[src/rtl/tjmono_ab_scheduler.sv]
// tjmono_ab_scheduler
//   Time-multiplexes the A/B matrix flavours onto one tjmono_data_rx.
//   Flavour handovers happen only while the receiver is idle, or after a
//   bounded dwell. Every handover is followed by a guard gap in which the
//   token into the RX is masked.
// Ports:
//   CLK, RST            readout clock; asynchronous active-high reset
//   ENABLE              scheduler run enable
//   FORCE_SEL_EN/SEL    fixed-flavour mode and the flavour it selects (0=A, 1=B)
//   TOK_A, TOK_B        flavour tokens, synchronous to CLK
//   RX_BUSY             data RX freeze/readout in progress
//   HOLD                inhibits switching decisions and freezes the dwell count
//   CLR_ERR             clears STARVE_ERR
//   SEL                 active flavour, drives the OUT/TOK/READ/FREEZE muxes
//   RX_TOKEN_EN         gates the selected token into the data RX
//   SWITCH_CNT          completed flavour changes, saturating
//   STARVE_ERR          sticky: drain waited 4*DWELL_MAX cycles
module tjmono_ab_scheduler #(
  parameter int unsigned GUARD_CYCLES = 4,
  parameter int unsigned DWELL_MAX    = 256,
  parameter int unsigned CNT_WIDTH    = 16
) (
  input  logic                 CLK,
  input  logic                 RST,
  input  logic                 ENABLE,
  input  logic                 FORCE_SEL_EN,
  input  logic                 FORCE_SEL,
  input  logic                 TOK_A,
  input  logic                 TOK_B,
  input  logic                 RX_BUSY,
  input  logic                 HOLD,
  input  logic                 CLR_ERR,
  output logic                 SEL,
  output logic                 RX_TOKEN_EN,
  output logic [CNT_WIDTH-1:0] SWITCH_CNT,
  output logic                 STARVE_ERR
);

  localparam int unsigned DRAIN_MAX = 4 * DWELL_MAX;
  localparam int unsigned GW = (GUARD_CYCLES > 1) ? $clog2(GUARD_CYCLES) : 1;
  localparam int unsigned DW = $clog2(DWELL_MAX + 1);
  localparam int unsigned RW = $clog2(DRAIN_MAX + 1);

  typedef enum logic [1:0] {S_IDLE, S_GUARD, S_OWN, S_DRAIN} state_t;

  state_t               r_state, w_state_n;
  logic                 r_sel, w_sel_n;
  logic                 r_tok_en, w_tok_en_n;
  logic [CNT_WIDTH-1:0] r_switch_cnt, w_switch_cnt_n;
  logic                 r_starve, w_starve_n;
  logic [GW-1:0]        r_guard, w_guard_n;
  logic [DW-1:0]        r_dwell, w_dwell_n;
  logic [RW-1:0]        r_drain, w_drain_n;
  logic                 r_to_idle, w_to_idle_n;
  logic                 r_prev_sel, w_prev_sel_n;
  logic                 r_have_prev, w_have_prev_n;

  logic w_cur, w_oth, w_target, w_req, w_dwell_hit, w_starve_set;

  always_comb begin
    w_cur          = r_sel ? TOK_B : TOK_A;
    w_oth          = r_sel ? TOK_A : TOK_B;
    w_target       = FORCE_SEL_EN ? FORCE_SEL : ~r_sel;
    // The dwell limit is hit on the cycle the count would reach DWELL_MAX,
    // so with both tokens high ownership lasts exactly DWELL_MAX cycles.
    w_dwell_hit    = (r_dwell >= DW'(DWELL_MAX - 1));
    w_req          = ~HOLD & (FORCE_SEL_EN ? (FORCE_SEL != r_sel)
                                           : (w_oth & (w_dwell_hit | (~w_cur & ~RX_BUSY))));
    w_starve_set   = 1'b0;
    w_state_n      = r_state;
    w_sel_n        = r_sel;
    w_tok_en_n     = 1'b0;
    w_switch_cnt_n = r_switch_cnt;
    w_guard_n      = r_guard;
    w_dwell_n      = r_dwell;
    w_drain_n      = r_drain;
    w_to_idle_n    = r_to_idle;
    w_prev_sel_n   = r_prev_sel;
    w_have_prev_n  = r_have_prev;

    unique case (r_state)
      S_IDLE: begin
        if (ENABLE) begin
          w_sel_n   = FORCE_SEL_EN ? FORCE_SEL : (~TOK_A & TOK_B);
          w_guard_n = '0;
          w_state_n = S_GUARD;
        end
      end
      S_GUARD: begin
        if (r_guard == GW'(GUARD_CYCLES - 1)) begin
          w_state_n     = S_OWN;
          w_tok_en_n    = 1'b1;
          w_dwell_n     = '0;
          w_prev_sel_n  = r_sel;
          w_have_prev_n = 1'b1;
          if (r_have_prev && (r_prev_sel != r_sel) && (r_switch_cnt != '1))
            w_switch_cnt_n = r_switch_cnt + CNT_WIDTH'(1);
        end else begin
          w_guard_n = r_guard + GW'(1);
        end
      end
      S_OWN: begin
        w_tok_en_n = 1'b1;
        if (w_oth && !HOLD && (r_dwell != DW'(DWELL_MAX)))
          w_dwell_n = r_dwell + DW'(1);
        if (!ENABLE) begin
          w_state_n   = S_DRAIN;
          w_tok_en_n  = 1'b0;
          w_to_idle_n = 1'b1;
          w_drain_n   = '0;
        end else if (w_req) begin
          w_tok_en_n = 1'b0;
          if (!RX_BUSY) begin
            w_state_n = S_GUARD;
            w_sel_n   = ~r_sel;
            w_guard_n = '0;
          end else begin
            w_state_n   = S_DRAIN;
            w_to_idle_n = 1'b0;
            w_drain_n   = '0;
          end
        end
      end
      S_DRAIN: begin
        if (!RX_BUSY) begin
          if (r_to_idle || !ENABLE) begin
            w_state_n = S_IDLE;
          end else begin
            w_state_n = S_GUARD;
            w_sel_n   = w_target;
            w_guard_n = '0;
          end
        end else if (r_drain != RW'(DRAIN_MAX)) begin
          w_drain_n = r_drain + RW'(1);
          if (r_drain == RW'(DRAIN_MAX - 1))
            w_starve_set = 1'b1;
        end
      end
      default: w_state_n = S_IDLE;
    endcase

    w_starve_n = w_starve_set ? 1'b1 : (CLR_ERR ? 1'b0 : r_starve);
  end

  always_ff @(posedge CLK or posedge RST) begin
    if (RST) begin
      r_state      <= S_IDLE;
      r_sel        <= 1'b0;
      r_tok_en     <= 1'b0;
      r_switch_cnt <= '0;
      r_starve     <= 1'b0;
      r_guard      <= '0;
      r_dwell      <= '0;
      r_drain      <= '0;
      r_to_idle    <= 1'b0;
      r_prev_sel   <= 1'b0;
      r_have_prev  <= 1'b0;
    end else begin
      r_state      <= w_state_n;
      r_sel        <= w_sel_n;
      r_tok_en     <= w_tok_en_n;
      r_switch_cnt <= w_switch_cnt_n;
      r_starve     <= w_starve_n;
      r_guard      <= w_guard_n;
      r_dwell      <= w_dwell_n;
      r_drain      <= w_drain_n;
      r_to_idle    <= w_to_idle_n;
      r_prev_sel   <= w_prev_sel_n;
      r_have_prev  <= w_have_prev_n;
    end
  end

  assign SEL         = r_sel;
  assign RX_TOKEN_EN = r_tok_en;
  assign SWITCH_CNT  = r_switch_cnt;
  assign STARVE_ERR  = r_starve;

endmodule
[config.mk]
export PLATFORM = sky130hd
export DESIGN_NAME = tjmono_ab_scheduler
export DESIGN_NICKNAME = d
export VERILOG_FILES = /design/src/rtl/tjmono_ab_scheduler.sv
export SDC_FILE = /design/constraint.sdc
export NUM_CORES = 1
export LEC_CHECK = 0
export ABC_AREA = 1
export BUFFER_PORTS_ARGS = -buffer_cell sky130_fd_sc_hd__buf_4
export CAP_MARGIN = 15
export CORE_AREA = 2 2 76 78
export CTS_BUF_LIST = sky130_fd_sc_hd__clkbuf_16
export CTS_CLUSTER_DIAMETER = 100
export CTS_CLUSTER_SIZE = 8
export DETAILED_ROUTE_END_ITERATION = 6
export DIE_AREA = 0 0 78 80
export GPL_ROUTABILITY_DRIVEN = 1
export PLACE_DENSITY_LB_ADDON = 0.15
export SLEW_MARGIN = 20
export SYNTH_ARGS = -nofsm -noshare
export SYNTH_HDL_FRONTEND = slang
export SYNTH_SLANG_ARGS = --single-unit
[constraint.sdc]
create_clock -name CLK -period 3.05 [get_ports CLK]
set_clock_uncertainty 0.1 [all_clocks]
set_input_delay 0.1525 -clock CLK [delete_from_list [all_inputs] [get_ports CLK]]
set_output_delay 0.1525 -clock CLK [all_outputs]
set_load 0.01 [all_outputs]
Word level (Yosys, flattened, before mapping)
Cells that the tools add are included.
{"block": "totals", "input_bits": 10, "wordCells": 121, "output_inout_bits": 19, "regBits": 46}
{"block": "op_classes", "magnitude_cmp": 1, "eq_ne": 25, "bitwise": 10, "reduce_logical": 20, "n_addsub": 4, "n_mux": 50}
{"operator": "11-bit 2-to-1 mux", "count": 5}
{"operator": "2-bit 2-to-1 mux", "count": 13}
{"operator": "1-bit 2-to-1 mux", "count": 24}
{"operator": "2-bit != test, second input constant", "count": 11}
{"operator": "11-bit one-hot mux with 2 select lines", "count": 1}
{"operator": "9-bit 2-to-1 mux", "count": 2}
{"operator": "9-bit one-hot mux with 2 select lines", "count": 1}
{"operator": "16-bit by 1-bit adder with 16-bit output, second input constant", "count": 1}
{"operator": "16-bit != test, second input constant", "count": 1}
{"operator": "2-bit one-hot mux with 4 select lines", "count": 2}
{"operator": "7-bit AND reduction", "count": 2}
{"operator": "11-bit by 1-bit adder with 11-bit output, second input constant", "count": 1}
{"operator": "11-bit by 10-bit equality test with 1-bit output, second input constant", "count": 1}
{"operator": "11-bit != test, second input constant", "count": 1}
{"operator": "9-bit by 1-bit adder with 9-bit output, second input constant", "count": 1}
{"operator": "9-bit by 8-bit >= comparator with 1-bit output, second input constant", "count": 1}
{"operator": "9-bit != test, second input constant", "count": 1}
{"operator": "3-bit AND reduction", "count": 3}
{"operator": "2-bit equality test, second input constant", "count": 3}
{"operator": "3-bit != test, second input constant", "count": 2}
{"operator": "2-bit nonzero test", "count": 3}
{"operator": "1-bit inverter", "count": 5}
{"operator": "5-bit AND reduction", "count": 1}
{"operator": "1-bit AND", "count": 4}
{"operator": "other kinds (14)", "count": 20}

Depth between registers and ports, before layout
{"block": "logic_depth", "ltp_word": 10, "ltp_mapped": 15, "ltp_nobuf": 14}

Worst setup path after synthesis
No wires, ideal clock.
{"block": "synth_path", "kind": "register -> register", "start": "register r_dwell[0]", "end": "register r_drain[2]", "stages_incl_launch_ff": 15, "path_buffers": 1, "t_arrival_ps": 1874, "setup_slack_ps": 959, "setup_time_ps": 117, "period_less_slack_ps": 2091, "required_time_ps": 2833, "path_cell_list": "dfrtp_1 -> ha_1 -> nand3_1 -> nor4_1 -> ha_1 -> or2_2 -> nor2_1 -> nand2_1 -> nand2_1 -> nand2_1 -> nand2_2 -> nand3_4 -> buf_6 -> nand3_1 -> nand2_1"}
{"block": "synth_between", "elab_chain_cells": 7}
{"item": "start, declared", "line": "52", "text": "logic [DW-1:0] r_dwell, w_dwell_n;"}
{"item": "start signal, assigned", "line": "165", "text": "r_dwell <= w_dwell_n;"}
{"item": "9-bit by 8-bit >= comparator with 1-bit output", "line": "66", "text": "w_dwell_hit = (r_dwell >= DW'(DWELL_MAX - 1));"}
{"item": "1-bit OR", "line": "68", "text": ": (w_oth & (w_dwell_hit | (~w_cur & ~RX_BUSY))));"}
{"item": "1-bit AND", "line": "68"}
{"item": "1-bit 2-to-1 mux", "line": "67", "text": "w_req = ~HOLD & (FORCE_SEL_EN ? (FORCE_SEL != r_sel)"}
{"item": "1-bit AND", "line": "67"}
{"item": "3-bit != test (no source line)"}
{"item": "5-bit AND reduction (no source line)"}
{"item": "end signal, assigned", "line": "166", "text": "r_drain <= w_drain_n;"}
{"item": "end, declared", "line": "53", "text": "logic [RW-1:0] r_drain, w_drain_n;"}
No other way between the ends.
A chain may end at the register's enable or synchronous reset.

Worst setup path in the final report
{"block": "layout_path", "start": "register r_state[1]", "end": "register r_switch_cnt[10] (netlist: SWITCH_CNT[10])"}
{"block": "layout_between", "elab_chain_cells": 2}
{"item": "start, declared", "line": "46", "text": "state_t r_state, w_state_n;"}
{"item": "start signal, assigned", "line": "159", "text": "r_state <= w_state_n;"}
{"item": "2-bit by 1-bit equality test with 1-bit output", "line": "81", "text": "unique case (r_state)"}
{"item": "3-bit AND reduction (no source line)"}
{"item": "end signal, assigned", "line": "162", "text": "r_switch_cnt <= w_switch_cnt_n;"}
{"item": "end, declared", "line": "49", "text": "logic [CNT_WIDTH-1:0] r_switch_cnt, w_switch_cnt_n;"}
No other way between the ends.

==> qor.txt <==
clk sink count: 46
height of the die: 80 um
clock root buffer: clkbuf_16
CP cell instances: inv_1, ha_1, nand2_1, nor3_1, nand2_1, clkinv_1, nand4_1, o21ai_0, nand2_1
final net count: 431
critical path peak fanout: 11
CP max-delay cell: dfrtp_1
Post-DRT Antenna Nets: 0
Worst slew margin: 0.378
syn_nets: 402
GRT Overall Usage: 0.193
Setup Slack @ Placement: 0.685 ns
cts bufs inserted: 5
Cells after Synth: 379
Starting Density: 0.531
# IOs: 29
Seq/Total Area, Yosys: 0.401
status: finished, violations left
Yosys top cell by area: dfrtp_1
Routed WL: 5540 um
Syn. warnings: 0
DR pass1 iterations: 4
WL/cell: 11.5 um
number of global-route vias before repair: 2226
worst hold slack: -0.0149 ns
RePlAce Congestion: 0.886
Die Span X: 78 um
synth cell count leaders: 113 x nand2_1, 46 x dfrtp_1, 39 x inv_1
I/O Buffers: 28
FF+latch count, synth: 46
cells taking the most area after synthesis: dfrtp_1 40%, nand2_1 15%, ha_1 5.7%, nand3_1 5.4%, inv_1 5.1%
Max rail drop VDD: 0.400 mV
static leakage: 1.61 nW
layout cells sized above 1: 0.120
most common cell in the netlist: nand2_1
1st-iter DRT viols: 121
RSZ-0062 raised after global routing: false
final worst slack: 0.672 ns
WS Path Type: reg -> reg
HPWL after DPL: 4120 um
row count: 27
number of synthesized flops with an enable pin: 0
failing checks: negative hold slack
Final Max Slew Viols: 0
clock period minus worst slack: 2.38 ns
Critical R2R Capture: SWITCH_CNT[10]$_DFFE_PP0P_
final hold violation count: 18
first-pass GRT wire length: 9760 um
crit-path max cell delay: 0.45 ns
Post-Syn Area per Cell: 7.57 um2
CTS HTree Levels: 2
post-detailed-route via-to-cell ratio: 5.02
Cell Pwr Density: 611 mW/mm2
startpoint types: flip-flop
register area: 0.00115 mm2
top cell type's share of synthesized area: 0.401
critical path's top delay family: simple AND/OR/NAND/NOR gates
Setup-failing EPs final: 0
Worst R2R Start: r_state[1]$_DFFE_PP0P_
synthesized area: 0.00287 mm2
Tightest Pin Transition: 0.931 ns
Clock Path Buffers: 2
vias: 2413
most frequent CP cell: nand2_1
CP endpoint kind: flip-flop
max_cap viols: 0
WP data arrival: 2.44 ns
Residual DRC: 0
FF-to-FF setup slack: 0.67 ns
Diodes inserted: 0
initial antenna violation count: 0
clock latency on the worst-skew pair: 0.28 ns
global route overflow: 0
data required time of the worst path: 3.12 ns
TritonCTS clock tree: built
fmax: 0.421 GHz
final period utilization: 0.780
Core Box Area: 0.00541 mm2
Hold/Removal Path Class: in -> async
# fillers: 509
ys async rst share: 1.00
largest net degree at the start of global routing: 47
Multi-input gate area: 0.00150 mm2
post-route setup TNS: 0 ns
reg2reg path depth: 9
area delta synth->final: 15.4%
clock-pin slew on the worst setup and hold paths: 0.06 ns
die area: 0.00624 mm2
Synth Flop Type: dfrtp_1
Yosys cell types: 33
CP bufs+invs: 2
-- report_power, final --
| group | leakage [nW] | switching (W) | internal (W) |
|---|---|---|---|
| logic | 0.889 | 0.000392 | 0.000204 |
| clock network | 0.0915 | 0.000211 | 0.000466 |
| registers | 0.631 | 0.0000789 | 0.000671 |
| total | 1.61 | 0.000682 | 0.00134 |
-- sequential cells by signal, summed over array words and instances (netlist names) --
signal	flops
r_have_prev	1
RX_TOKEN_EN	1
STARVE_ERR	1
r_dwell	9
r_prev_sel	1
r_state	2
SEL	1
r_to_idle	1
SWITCH_CNT	16
r_guard	2
r_drain	11
-- routing by layer --
metal / GRT usage / up-vias / part of all wire
met2: 0.338 / 30 / 0.48
li1: - / 1279 / -
met5: 0 / - / 0
met3: 0.0385 / 2 / 0.035
met4: 0.0614 / 0 / 0.0049
met1: 0.240 / 1102 / 0.48
-- logic make-up (layout without fill, tap and decap cells) --
group                    Yosys count  count (layout)  synth area share
adder cells (fa/ha/maj)           13              13            0.0567
flip-flops                        46              46             0.401
AND/OR/NAND/NOR                  216             216             0.332
XOR/XNOR                          23              23            0.0702
AO/OA/AOI/OAI                     32              32            0.0641
buffers and inverters             49              79            0.0759
-- worst reg2reg max path: stages, from the launching register on --
cell	delay, ns
dfrtp_1	0.45
inv_1	0.15
ha_1	0.21
nand2_1	0.17
nor3_1	0.23
nand2_1	0.25
clkinv_1	0.25
nand4_1	0.19
o21ai_0	0.19
nand2_1	0.07
-- timing repair --
item,CTS,global route
resized for setup,0,0
hold buffers,1,0
hold endpoints to repair,1,0
setup endpoints to repair,0,0
setup buffers,0,0
-- final cells by class --
type,instances,area share
multi-input combinational,284,0.453
timing repair buffer,30,0.0688
clock buffer,5,0.0378
clock inverter,3,0.0193
inverter,41,0.0465
sequential,46,0.348
tap,72,0.0272
-- layout by cell type, fill, tap and decap left out, types with 4 or more instances in the layout --
master | synthesis | final
nand2_1 | 113 | 113
dfrtp_1 | 46 | 46
inv_1 | 39 | 38
nor2_1 | 36 | 36
nand3_1 | 31 | 31
buf_4 | 0 | 29
o21ai_0 | 21 | 21
xor2_1 | 15 | 15
ha_1 | 13 | 13
nand4_1 | 11 | 11
nor3_1 | 10 | 10
xnor2_1 | 8 | 8
clkbuf_16 | 0 | 5
or2_2 | 4 | 4
-- how the worst max path moves through the flow --
stage / slack [ns] / depth (start not counted) / from / endpoint
global route: 0.43 / 9 / r_state[1]$_DFFE_PP0P_ / SWITCH_CNT[10]$_DFFE_PP0P_
finish: 0.67 / 9 / r_state[1]$_DFFE_PP0P_ / SWITCH_CNT[10]$_DFFE_PP0P_
global placement: 0.70 / 9 / r_state[1]$_DFFE_PP0P_ / SWITCH_CNT[10]$_DFFE_PP0P_
CTS: 0.67 / 9 / r_state[1]$_DFFE_PP0P_ / SWITCH_CNT[10]$_DFFE_PP0P_
detailed placement: 0.69 / 9 / r_state[1]$_DFFE_PP0P_ / SWITCH_CNT[10]$_DFFE_PP0P_
floorplan: 0.96 / 14 / r_dwell[0]$_DFFE_PP0P_ / r_drain[2]$_DFFE_PP0P_
-- stage by stage --
step	cell area, um2	total power (W)	hold WS, ns	utilization	std cells
after floorplan	2870	0.00125	0.145	-	379
after global placement	3110	0.00135	0.236	0.576	472
after detailed placement	3110	0.00136	0.236	0.576	472
after CTS	3310	0.00206	0.0250	0.613	481
after global routing	3310	0.00218	0.0754	0.613	481
final	3310	0.00202	-0.0149	0.613	481
(Power assumes the default switching activity.)
